$ cat src/rtl/sq_pkg.sv
// Package sq_pkg
//   Definitions shared by the sequential squarer and the digit-by-digit
//   square-root unit:
//   - sq_state_e : FSM state encoding (IDLE=2'b00, RUN=2'b01, DONE=2'b10)
//   - SQ_WIDTH   : default root width in bits
package sq_pkg;

  localparam int SQ_WIDTH = 8;

  typedef enum logic [1:0] {
    IDLE = 2'b00,
    RUN  = 2'b01,
    DONE = 2'b10
  } sq_state_e;

endpackage : sq_pkg

$ cat src/rtl/sq_root_check.sv
// Module sq_root_check
//   Combinational bracket compare. It confirms that m is the floor square
//   root of target, given sq = m*m:
//     ok = (sq <= target) && (target < sq + 2*m + 1)
//   The upper bound is (m+1)^2. It is formed at 2*WIDTH+1 bits, so the
//   largest m does not wrap.
// Ports
//   sq     in  2*WIDTH  square of the candidate root
//   m      in  WIDTH    candidate root
//   target in  2*WIDTH  value whose floor-sqrt is claimed to be m
//   ok     out 1        1 when m == floor(sqrt(target))
module sq_root_check
  import sq_pkg::*;
#(
  parameter int WIDTH = SQ_WIDTH
) (
  input  logic [2*WIDTH-1:0] sq,
  input  logic [WIDTH-1:0]   m,
  input  logic [2*WIDTH-1:0] target,
  output logic               ok
);

  logic [2*WIDTH:0] upper;

  assign upper = {1'b0, sq} + {{WIDTH{1'b0}}, m, 1'b0} + (2*WIDTH+1)'(1);
  assign ok    = (sq <= target) && ({1'b0, target} < upper);

endmodule : sq_root_check

$ cat src/rtl/int_square_seq.sv
// Module int_square_seq
//   Sequential unsigned squarer that uses shift-add. It processes one
//   multiplier bit per cycle over WIDTH cycles. The design is the inverse of
//   the square-root unit, so a root can be squared back for round-trip checks.
//
//   Optional feature (macro SQUARE_ROOT_CHECK_EN): target_in is captured
//   together with the root. root_ok reports whether root_in is
//   floor(sqrt(target_in)). The flag is updated and held together with square.
// Ports
//   clk        in   1        clock, rising edge
//   rst        in   1        asynchronous active-high reset
//   start      in   1        request, sampled only in IDLE
//   root_in    in   WIDTH    operand, captured on the accepting edge
//   target_in  in   2*WIDTH  (macro only) value to bracket-check against
//   busy       out  1        high in RUN and DONE
//   done       out  1        one-cycle pulse, square just became valid
//   square     out  2*WIDTH  root_in^2, held until the next result
//   root_ok    out  1        (macro only) check flag, valid with done
module int_square_seq
  import sq_pkg::*;
#(
  parameter int WIDTH = SQ_WIDTH
) (
  input  logic                 clk,
  input  logic                 rst,
  input  logic                 start,
  input  logic [WIDTH-1:0]     root_in,
`ifdef SQUARE_ROOT_CHECK_EN
  input  logic [2*WIDTH-1:0]   target_in,
  output logic                 root_ok,
`endif
  output logic                 busy,
  output logic                 done,
  output logic [2*WIDTH-1:0]   square
);

  localparam int CW = $clog2(WIDTH) + 1;

  sq_state_e          state_q, state_d;
  logic [WIDTH-1:0]   m_q;        // multiplicand, constant during an operation
  logic [WIDTH-1:0]   q_q;        // multiplier, shifted right one bit per RUN edge
  logic [2*WIDTH-1:0] acc_q;
  logic [2*WIDTH-1:0] acc_next;
  logic [CW-1:0]      cnt_q;      // bit index of q_q[0]; never wraps inside an operation
  logic               last_bit;

  // The partial product of bit cnt_q is m shifted into place. The sum of all
  // partial products is at most (2^WIDTH-1)^2, so 2*WIDTH bits never overflow.
  assign acc_next = q_q[0] ? acc_q + ({{WIDTH{1'b0}}, m_q} << cnt_q) : acc_q;

  // NOTE: every combinational output gets a default before the case, so no
  // path leaves a signal unassigned and no latch is inferred.
  always_comb begin
    state_d  = state_q;
    busy     = 1'b0;
    done     = 1'b0;
    last_bit = 1'b0;
    case (state_q)
      IDLE: if (start) state_d = RUN;
      RUN: begin
        busy = 1'b1;
        if (cnt_q == CW'(WIDTH - 1)) begin
          last_bit = 1'b1;
          state_d  = DONE;
        end
      end
      DONE: begin
        busy    = 1'b1;
        done    = 1'b1;
        state_d = IDLE;
      end
      default: state_d = IDLE;
    endcase
  end

  // NOTE: state is updated with non-blocking assignments. All registers then
  // see the pre-edge values of each other, just as the flops do.
  always_ff @(posedge clk or posedge rst) begin
    if (rst) state_q <= IDLE;
    else     state_q <= state_d;
  end

`ifdef SQUARE_ROOT_CHECK_EN
  logic [2*WIDTH-1:0] target_q;
  logic               check_ok;

  // The check uses the completed square, so it sees acc_next on the last edge.
  sq_root_check #(.WIDTH(WIDTH)) u_check (
    .sq     (acc_next),
    .m      (m_q),
    .target (target_q),
    .ok     (check_ok)
  );

  always_ff @(posedge clk or posedge rst) begin
    if (rst) begin
      target_q <= '0;
      root_ok  <= 1'b0;
    end else begin
      if (state_q == IDLE && start) target_q <= target_in;
      if (last_bit)                 root_ok  <= check_ok;
    end
  end
`endif

  always_ff @(posedge clk or posedge rst) begin
    if (rst) begin
      m_q    <= '0;
      q_q    <= '0;
      acc_q  <= '0;
      cnt_q  <= '0;
      square <= '0;
    end else begin
      case (state_q)
        IDLE: if (start) begin
          m_q   <= root_in;
          q_q   <= root_in;
          acc_q <= '0;
          cnt_q <= '0;
        end
        RUN: begin
          acc_q <= acc_next;
          q_q   <= q_q >> 1;
          cnt_q <= cnt_q + CW'(1);
          if (last_bit) square <= acc_next;
        end
        default: ;
      endcase
    end
  end

endmodule : int_square_seq

$ cat config.mk
export PLATFORM = sky130hd
export DESIGN_NAME = int_square_seq
export DESIGN_NICKNAME = d
export VERILOG_FILES = /design/src/rtl/sq_pkg.sv /design/src/rtl/sq_root_check.sv /design/src/rtl/int_square_seq.sv
export SDC_FILE = /design/constraint.sdc
export NUM_CORES = 1
export LEC_CHECK = 0
export ABC_AREA = 1
export CELL_PAD_IN_SITES_DETAIL_PLACEMENT = 0
export CELL_PAD_IN_SITES_GLOBAL_PLACEMENT = 1
export CORE_ASPECT_RATIO = 2
export CORE_MARGIN = 1
export CORE_UTILIZATION = 46
export DETAILED_ROUTE_END_ITERATION = 8
export MAX_ROUTING_LAYER = met4
export PLACE_DENSITY_LB_ADDON = 0.1
export REMOVE_ABC_BUFFERS = 1
export SLEW_MARGIN = 20
export SYNTH_ARGS = -nofsm -noshare
export SYNTH_HDL_FRONTEND = slang
export SYNTH_SLANG_ARGS = --single-unit
$ cat constraint.sdc
create_clock -name clk -period 7.1 [get_ports clk]
set_input_delay 2.13 -clock clk [delete_from_list [all_inputs] [get_ports clk]]
set_output_delay 2.13 -clock clk [all_outputs]
set_load 0.05 [all_outputs]
# Yosys cells after proc, flatten, opt, wreduce, memory -nomap -nowiden
# Index checks and enable logic that the tools add are counted.
dict set report totals {
  register_bits 54
  word_cells 35
  inputBits 11
  output_inout_bits 18
}
dict set report classes {
  add_sub_neg 2
  n_reduce_logical 7
  muxes 14
  shifts 1
  eq_ne 5
}
# cell n
set op_table {}
lappend op_table {{$mux W16} 2}
lappend op_table {{$pmux W16 S2} 1}
lappend op_table {{$add A16 B16 Y16} 1}
lappend op_table {{$pmux W8 S2} 1}
lappend op_table {{$shl A8 B4 Y16} 1}
lappend op_table {{$mux W8} 1}
lappend op_table {{$pmux W4 S2} 1}
lappend op_table {{$reduce_and A2 Y1} 4}
lappend op_table {{$add A4 B1 Y4 const B} 1}
lappend op_table {{$eq A4 B3 Y1 const B} 1}
lappend op_table {{$mux W1} 4}
lappend op_table {{$mux W2} 2}
lappend op_table {{$mux W4} 1}
lappend op_table {{$ne A2 B2 Y1 const B} 2}
lappend op_table {{$pmux W2 S2} 1}
lappend op_table {{$eq A2 B1 Y1 const B} 1}
lappend op_table {{$eq A2 B2 Y1 const B} 1}
lappend op_table {{$logic_not A2 Y1} 1}
lappend op_table {{$reduce_bool A2 Y1} 1}
lappend op_table {{$reduce_or A2 Y1} 1}

# Longest topological paths before layout
# Gate-level depths: netlist of the first run.
dict set report depth {
  depth_word 4
  depth_mapped 20
  ltp_nobuf 20
}

# Worst setup path after synthesis of the first run
# No wires, ideal clock.
dict set report synth_path {
  kind {register -> output}
  start {register state_q[0]}
  end {output port busy}
  arrival_ns 0.933
  stages_incl_launch_ff 3
  n_path_buf 0
  required_time_ns 4.970
  setup_slack_ns 4.037
  cell_sequence {dfrtp_1 > inv_1 > ha_1}
}
dict set report synth_between {
  elab_chain_cells 3
  word_cells_on_any_way 4
  classes_between {2 x eq/ne; 1 x mux; 1 x reduce/logical}
}
# element line_no
set synth_rtl {}
lappend synth_rtl {{from (decl)} int_square_seq.sv:39} ;# sq_state_e state_q, state_d;
lappend synth_rtl {{from (signal assigned)} int_square_seq.sv:80} ;# else state_q <= state_d;
lappend synth_rtl {{$eq A2 B1 Y1 / $eq A2 B2 Y1 (equally long branches)} int_square_seq.sv:58} ;# case (state_q)
lappend synth_rtl {{$reduce_or A2 Y1 (no line) *} -}
lappend synth_rtl {{$mux W1 *} int_square_seq.sv:58}
lappend synth_rtl {{to (decl)} int_square_seq.sv:32} ;# output logic busy,
# Mark *: on every way between the ends. The rest lies on a longest branch, timed or not.

# Worst setup path after layout of the first run
# Ends and elaborated chain as after synthesis.

==> flow_summary_export.csv, run 1 <==
group,metric,value,unit
logic_synthesis,synth.ff_latch_count,54,
critical_path,worstPathRequired,4.97,ns
timing,final-setup-viol-count,0,
pwr,p_int,0.980,mW
placed_design,placed_cells_incl_taps,609,
timing,skew,0.00383,ns
clock_tree,cts_inserted_buffers,5,
logic_synthesis,synth_top_family_by_area,"simple AND/OR/NAND/NOR gates",
finish,finalNetCount,553,
clock_tree,cts_tree,"yes",
critical_path,timing.setup.critical_path_class,"flip-flop to primary output",
logic_synthesis,yosys_warnings,0,
timing,min_period_over_period,55.1,%
hold_path,timing.hold.worst.start,"square[11]",
finish,layout-area-overhead-vs-synth,12.9,%
timing,layout_min_cycle_time,3.91,ns
logic_synthesis,synth_compound_gate_area_share,12.5,%
timing,slew_headroom,36.7,%
logic_synthesis,syn_inst_count,500,
critical_path,critical_path.cell_chain,"inv_1 -> ha_1 -> clkdlybuf4s50_1",
timing,final-max-slew-violation-count,0,
floorplan,initial_utilization,47.6,%
global_route,grt_util_all_layers,25.8,%
detailed_routing,wl_per_cell,15.1,um
finish,finalNonFillerCells,617,
clock_tree,cts.repair_timing.setup_buffer_count,0,
clock_tree,cts-hold-fix-buffers,0,
logic_synthesis,yosys.area_share.adder,7.12,%
global_route,grt_max_degree,55,
placed_design,routabilityCongestion,0.922,
floorplan,number_of_cell_rows,45,
pwr,seq_power_share,26.3,%
critical_path,critical_path.startpoint,"state_q[0]",
detailed_routing,post_drt_via_cell_ratio,5.24,
clock_tree,cts_sinks,54,
critical_path,critical_path.slowest_cell,"sky130_fd_sc_hd__clkdlybuf4s50_1",
timing,max_slew.worst_pin.slew,0.950,ns
floorplan,floorplan.die.height,127,um
global_route,grt_overflow_total,0,
logic_synthesis,async_reset_ff_share,100,%
global_route,wire_length_of_the_first_global_routing_pass,15.6,mm
critical_path,startpoint_type,"flip-flop",
logic_synthesis,syn_area_per_cell,7.24,um2
clock_tree,clk_transition_reported_paths,0.07,ns
detailed_routing,drt_iter0_markers,226,
timing,final.setup.tns,0,ns
floorplan,die_x,64.7,um
critical_path,cpPeakStageDelay,0.79,ns
finish,n_antenna_cell,0,
clock_tree,post_cts_resize_count,0,
timing,fmax,256,MHz
hold_path,timing.hold.worst.class,"flip-flop to flip-flop",
logic_synthesis,synth-seq-area-share,37.3,%
placed_design,dp_hpwl,7.15,mm
clock_tree,cts-root-buf,"sky130_fd_sc_hd__clkbuf_16",
clock_tree,clock_latency,0.30,ns
finish,layout.filler_cells,764,
critical_path,critical_path_peak_fanout,3,
logic_synthesis,synth_enable_flop_cells,0,
pwr,power_density_normalized_to_cell_area,496,nW/um2
floorplan,ioPinCount,29,
pwr,cellLeakagePower,2.08,nW
logic_synthesis,synth_mux_area_share,0,%
placed_design,port-buffer-count,28,
detailed_routing,post-route-drc-count,0,
finish,fraction_of_final_layout_cells_with_drive_strength_greater_than_1,8.03,%
floorplan,coreArea,7600,um2
detailed_routing,detailroute.via_count,3235,
pwr,netSwitchingPower,1.05,mW
flow_run,drv.max_cap_violation_count,0,
pwr,comb_power_share,61.2,%
detailed_routing,final_antenna_net_count,0,
detailed_routing,finalWirelength,9.33,mm
pwr,ir_worst_vdd,218,uV
critical_path,r2r-start,"cnt_q[0]",
clock_tree,cts-htree-levels,2,
logic_synthesis,synth_simple_gate_area_share,32.8,%
critical_path,critical_path.endpoint_type,"primary output",
global_route,via_count_of_the_first_global_routing_pass,3153,
logic_synthesis,synth_flop_cell,"sky130_fd_sc_hd__dfrtp_1",
critical_path,worst-r2r-setup-slack,3.77,ns
critical_path,critPathArrivalTime,1.78,ns
logic_synthesis,synth_area,3620,um2
floorplan,floorplan.die_area,8250,um2
global_route,grt_antenna_before_repair,0,
pwr,sw_frac_of_total,51.7,%
logic_synthesis,synth_cell_types,41,
pwr,proportion_of_power_drawn_by_the_clock_network,12.6,%
timing,timing_hold_violations_final,0,
logic_synthesis,synth_area_in_xor_xnor,1.69,%
status,run_status,"finished, final reports clean",
clock_tree,ctsLongestPathBuffers,2,
detailed_routing,dr.pass1.iters,4,
timing,grt_setup_unrepaired,"no",
[registers in the layout, summed over array words and instances, names as in the netlist]
signal and flops:
q_q 8, cnt_q 4, acc_q 16, square 16, m_q 8, state_q 2
[synth_stat cells (4+ instances only)]
| cell type | number | share of area [%] |
|---|---|---|
| sky130_fd_sc_hd__inv_2 | 6 | 0.62 |
| sky130_fd_sc_hd__nand3_2 | 5 | 1.4 |
| sky130_fd_sc_hd__o22ai_1 | 8 | 1.4 |
| sky130_fd_sc_hd__nand2_1 | 162 | 17 |
| sky130_fd_sc_hd__ha_1 | 19 | 6.6 |
| sky130_fd_sc_hd__a21oi_1 | 15 | 2.1 |
| sky130_fd_sc_hd__o211ai_1 | 8 | 1.7 |
| sky130_fd_sc_hd__nor3_1 | 5 | 0.69 |
| sky130_fd_sc_hd__or2_2 | 8 | 1.4 |
| sky130_fd_sc_hd__dfrtp_1 | 54 | 37 |
| sky130_fd_sc_hd__xor2_1 | 4 | 0.97 |
| sky130_fd_sc_hd__inv_1 | 48 | 5.0 |
| sky130_fd_sc_hd__nor2_1 | 30 | 3.1 |
| sky130_fd_sc_hd__o21ai_0 | 35 | 4.8 |
| sky130_fd_sc_hd__nand3_1 | 46 | 6.4 |
| sky130_fd_sc_hd__buf_2 | 8 | 1.1 |
[routing by layer]
layer	vias to the layer above	wire [um]	GRT usage, %	share of wire [%]
met4	0	469	14.4	5.0
li1	1671	-	-	-
met3	23	203	3.13	2.2
met1	1490	3500	26.1	38
met2	51	5150	46.3	55
met5	-	0	-	0
[final cells by class]
type                       count  area [um2]  share of cell area (%)
clock inverter                 3        25.0                   0.612
timing repair buffer          31         303                    7.41
multi-input combinational    375        1960                    47.9
sequential                    54        1350                    33.1
tap                           94         118                    2.88
clock buffer                   5         125                    3.06
inverter                      55         206                    5.05
[critical path: cells and delay by family (launching register included)]
| family | cells | cell delay (ns) |
|---|---|---|
| adder cells (fa/ha/maj) | 1 | 0.27 |
| flip-flops | 1 | 0.35 |
| buffers and inverters | 2 | 0.86 |
[placed cells by master (no fill, tap or decap), types with 7 or more instances in the layout]
master and instances:
sky130_fd_sc_hd__inv_2 7, sky130_fd_sc_hd__o211ai_1 8, sky130_fd_sc_hd__clkdlybuf4s50_1 28, sky130_fd_sc_hd__o21ai_0 35, sky130_fd_sc_hd__or2_2 8, sky130_fd_sc_hd__inv_1 47, sky130_fd_sc_hd__nor2_1 30, sky130_fd_sc_hd__a21oi_1 15
sky130_fd_sc_hd__nand2_1 162, sky130_fd_sc_hd__dfrtp_1 54, sky130_fd_sc_hd__ha_1 19, sky130_fd_sc_hd__o22ai_1 8, sky130_fd_sc_hd__nand3_1 46
[stage by stage]
stage | setup slack (ns) | cell area, um2 | power, mW | hold WS, ns | utilization [%]
detailed placement | 3.04 | 3940 | 1.78 | 0.465 | 51.8
finish | 3.19 | 4090 | 2.03 | 0.482 | 53.8
floorplan | 3.66 | 3520 | 1.43 | 0.454 | -
global route | 3.11 | 4090 | 2.22 | 0.503 | 53.8
global placement | 3.08 | 3940 | 1.76 | 0.462 | 51.8
CTS | 3.17 | 4090 | 2.04 | 0.484 | 53.8
[power by group through the flow]
stage | clock [mW] | combinational [mW] | sequential (mW)
after floorplan | 0 | 0.815 | 0.620
after global placement | 0 | 1.23 | 0.535
after detailed placement | 0 | 1.24 | 0.539
after global routing | 0.276 | 1.39 | 0.550
after CTS | 0.262 | 1.25 | 0.533
final | 0.255 | 1.24 | 0.533
[final timing paths]
kind / endpoint / cells past startpoint
hold reg to reg: square[11] / 2
max in group asynchronous: acc_q[14] / 3
setup reg to reg: square[15] / 18
setup / recovery: busy / 3
min in group asynchronous: square[0] / 3
hold / removal: square[11] / 2
[cell families (layout without fill, tap and decap cells)]
kind of cell | Yosys count | after routing
DFF | 54 | 54
xor gates and xnor gates | 7 | 7
buffers and inverters | 71 | 94
AOI/OAI and AO/OA | 78 | 78
adders and majority gates | 20 | 20
and+or+nand+nor | 270 | 270
No activity file was read; power rests on OpenSTA's default activity.
==> run 2, diff against run 1 <==
--- a/config.mk
+++ b/config.mk
@@ -10,7 +10,7 @@
 export CELL_PAD_IN_SITES_GLOBAL_PLACEMENT = 1
 export CORE_ASPECT_RATIO = 2
 export CORE_MARGIN = 1
-export CORE_UTILIZATION = 46
+export CORE_UTILIZATION = 39
 export DETAILED_ROUTE_END_ITERATION = 8
 export MAX_ROUTING_LAYER = met4
 export PLACE_DENSITY_LB_ADDON = 0.1
==> constraint.sdc (replaced) <==
create_clock -name clk -period 3.35 [get_ports clk]
set_input_delay 1.005 -clock clk [delete_from_list [all_inputs] [get_ports clk]]
set_output_delay 1.005 -clock clk [all_outputs]
set_load 0.05 [all_outputs]
==> run 2 against run 1 <==
Compared with the run above: sequential share of layout area shrank 0.52 points; critical path depth increased by 15; register-to-register slack got worse by 3.4 ns; highest routed layer unchanged; first-iteration DRC count down 56%; die area rose by 18%; global-route usage is 3.2 points lower; clock skew is 0.0013 ns higher.
==> flow_summary_export.csv, run 2 (synthesis gave the netlist of run 1 again) <==
group,metric,value,unit
critical_path,critical_path.endpoint_type,"flip-flop",
critical_path,critPathArrivalTime,3.17,ns
critical_path,worst-path-buf-inv,1,
finish,largestRegisters,"acc_q x16, square x16",
global_route,grt_max_degree,30,
global_route,wire_length_of_the_first_global_routing_pass,16.4,mm
finish,fraction_of_final_layout_cells_with_drive_strength_greater_than_1,8.35,%
critical_path,startpoint_type,"flip-flop",
global_route,grt_util_all_layers,22.6,%
critical_path,critical_path_peak_fanout,12,
clock_tree,clk_transition_reported_paths,0.07,ns
clock_tree,cts_inserted_buffers,5,
finish,mostFrequentLayoutCells,"sky130_fd_sc_hd__nand2_1 (162), sky130_fd_sc_hd__dfrtp_1 (54), sky130_fd_sc_hd__inv_1 (47)",
flow_run,drv.max_cap_violation_count,0,
pwr,sw_frac_of_total,50.6,%
detailed_routing,post_drt_via_cell_ratio,5.24,
detailed_routing,drt_iter0_markers,100,
placed_design,port-buffer-count,28,
floorplan,die_x,70.1,um
pwr,seq_power_share,25.7,%
floorplan,ioPinCount,29,
finish,finalNetCount,557,
pwr,cellLeakagePower,2.11,nW
placed_design,post_dp_cell_area,3990,um2
placed_design,dp_hpwl,8.14,mm
pwr,netSwitchingPower,2.22,mW
timing,timing_hold_violations_final,0,
finish,final_common_cell,"sky130_fd_sc_hd__nand2_1",
timing,grt_setup_unrepaired,"no",
finish,n_antenna_cell,0,
clock_tree,cts_sinks,54,
critical_path,worstPathRequired,3.54,ns
clock_tree,clock_latency,0.29,ns
detailed_routing,wl_per_cell,15.9,um
placed_design,routabilityCongestion,0.878,
hold_path,timing.hold.worst.class,"flip-flop to flip-flop",
floorplan,initial_utilization,40.2,%
critical_path,cpPeakStageDelay,0.57,ns
pwr,power_density_normalized_to_cell_area,1060,nW/um2
timing,layout_min_cycle_time,2.98,ns
pwr,proportion_of_power_drawn_by_the_clock_network,13.4,%
timing,final.setup.tns,0,ns
clock_tree,ctsLongestPathBuffers,2,
pwr,p_int,2.16,mW
finish,layout.filler_cells,950,
clock_tree,cts.repair_timing.setup_buffer_count,0,
critical_path,cpLargestDelayFamily,"simple AND/OR/NAND/NOR gates",
critical_path,worst_path_most_repeated_cell,"sky130_fd_sc_hd__nand2_1",
floorplan,floorplan.die.height,138,um
global_route,grt_antenna_before_repair,0,
clock_tree,cts-htree-levels,2,
finish,final_design_area_no_fill,4150,um2
global_route,grt_overflow_total,0,
timing,slew_headroom,38.2,%
timing,final-max-slew-violation-count,0,
critical_path,critical_path.cell_chain,"inv_2 -> nand2_1 -> nand2_1 -> o21ai_1 -> nor2_1 -> a31oi_1 -> nor2_1 -> ha_1 -> nand2_1 -> nand2_1 -> nand3_1 -> nand3_1 -> a21oi_1 -> nand2_1 -> nand2_1 -> nand3_1 -> nand3_1 -> nand2_1",
clock_tree,cts-root-buf,"sky130_fd_sc_hd__clkbuf_16",
timing,fmax,336,MHz
detailed_routing,finalWirelength,10.0,mm
floorplan,number_of_cell_rows,49,
status,run_status,"finished, final reports clean",
critical_path,critical_path.slowest_cell,"sky130_fd_sc_hd__dfrtp_1",
timing,skew,0.00516,ns
clock_tree,cts_tree,"yes",
timing,max_slew.worst_pin.slew,0.927,ns
detailed_routing,post-route-drc-count,0,
detailed_routing,dr.pass1.iters,4,
detailed_routing,final_antenna_net_count,0,
critical_path,timing.setup.critical_path_class,"flip-flop to flip-flop",
finish,layout-area-overhead-vs-synth,14.7,%
pwr,ir_worst_vdd,499,uV
floorplan,coreArea,9010,um2
timing,min_period_over_period,88.9,%
pwr,comb_power_share,60.9,%
critical_path,worst-r2r-setup-slack,0.37,ns
global_route,via_count_of_the_first_global_routing_pass,3302,
timing,final-setup-viol-count,0,
detailed_routing,detailroute.via_count,3299,
floorplan,floorplan.die_area,9690,um2
==> run 2: layout make-up <==
type                            instances  area [um2]  area share, %
Clock buffer                            7         133           3.19
Clock inverter                          1        30.0          0.723
Inverter                               55         206           4.97
Multi-Input combinational cell        375        1960           47.2
Sequential cell                        54        1350           32.5
Tap cell                              102         128           3.07
Timing Repair Buffer                   35         345           8.32
==> run 2: final timing paths <==
| check | startpoint | end | cells past startpoint |
|---|---|---|---|
| setup / recovery | cnt_q[0] | square[13] | 18 |
| hold / removal | square[9] | square[9] | 2 |
| setup reg to reg | cnt_q[0] | square[13] | 18 |
| hold reg to reg | square[9] | square[9] | 2 |
| max in group asynchronous | rst | acc_q[10] | 3 |
| min in group asynchronous | rst | square[0] | 2 |
==> run 2: per-stage QoR <==
step	hold slack, ns	cells	setup slack, ns	utilization, %	total power [mW]
2_1_floorplan	0.454	484	0.810	-	3.04
3_3_place_gp	0.464	621	0.171	44.3	3.82
3_5_place_dp	0.466	621	0.161	44.3	3.83
4_1_cts	0.485	629	0.161	46.1	4.45
5_1_grt	0.512	629	0.0289	46.1	4.81
6_report	0.478	629	0.373	46.1	4.38
==> run 2: per-layer routing <==
layer / global-route usage, % / wire length (um) / up-vias / part of all wire [%]
met3: 2.84 / 212 / 32 / 2.1
met1: 21.3 / 3560 / 1532 / 36
met4: 13.3 / 550 / 0 / 5.5
li1: - / - / 1676 / -
met5: - / 0 / - / 0
met2: 42.3 / 5700 / 59 / 57
==> run 2: power by group through the flow <==
stage	sequential, mW	combinational [mW]	clock (mW)
2_1_floorplan	1.31	1.73	0
3_3_place_gp	1.13	2.69	0
3_5_place_dp	1.14	2.69	0
4_1_cts	1.13	2.70	0.613
5_1_grt	1.15	3.02	0.634
6_report	1.13	2.67	0.587
==> run 2: worst register-to-register path: stages, from the launching register on <==
cell	delay (ns)
sky130_fd_sc_hd__dfrtp_1	0.57
sky130_fd_sc_hd__inv_2	0.14
sky130_fd_sc_hd__nand2_1	0.08
sky130_fd_sc_hd__nand2_1	0.06
sky130_fd_sc_hd__o21ai_1	0.32
sky130_fd_sc_hd__nor2_1	0.07
sky130_fd_sc_hd__a31oi_1	0.19
sky130_fd_sc_hd__nor2_1	0.07
sky130_fd_sc_hd__ha_1	0.33
sky130_fd_sc_hd__nand2_1	0.08
sky130_fd_sc_hd__nand2_1	0.07
sky130_fd_sc_hd__nand3_1	0.07
sky130_fd_sc_hd__nand3_1	0.13
sky130_fd_sc_hd__a21oi_1	0.29
sky130_fd_sc_hd__nand2_1	0.10
sky130_fd_sc_hd__nand2_1	0.06
sky130_fd_sc_hd__nand3_1	0.08
sky130_fd_sc_hd__nand3_1	0.11
sky130_fd_sc_hd__nand2_1	0.05
==> run 2: timing repair <==
action                                  in CTS  in global routing
hold buffers                                 0                  0
endpoints found under the setup margin       0                  8
endpoints found under the hold margin        0                  0
resized for setup                            0                  1
==> run 3, diff against run 2 <==
--- a/config.mk
+++ b/config.mk
@@ -18,4 +18,5 @@
 export SLEW_MARGIN = 20
 export SYNTH_ARGS = -nofsm -noshare
 export SYNTH_HDL_FRONTEND = slang
+export SYNTH_HIERARCHICAL = 1
 export SYNTH_SLANG_ARGS = --single-unit
==> results of run 3 <==
The final DEF is identical to that of run 2; final timing and power are the same.
Among the figures that moved: Yosys warning count 0 -> 6
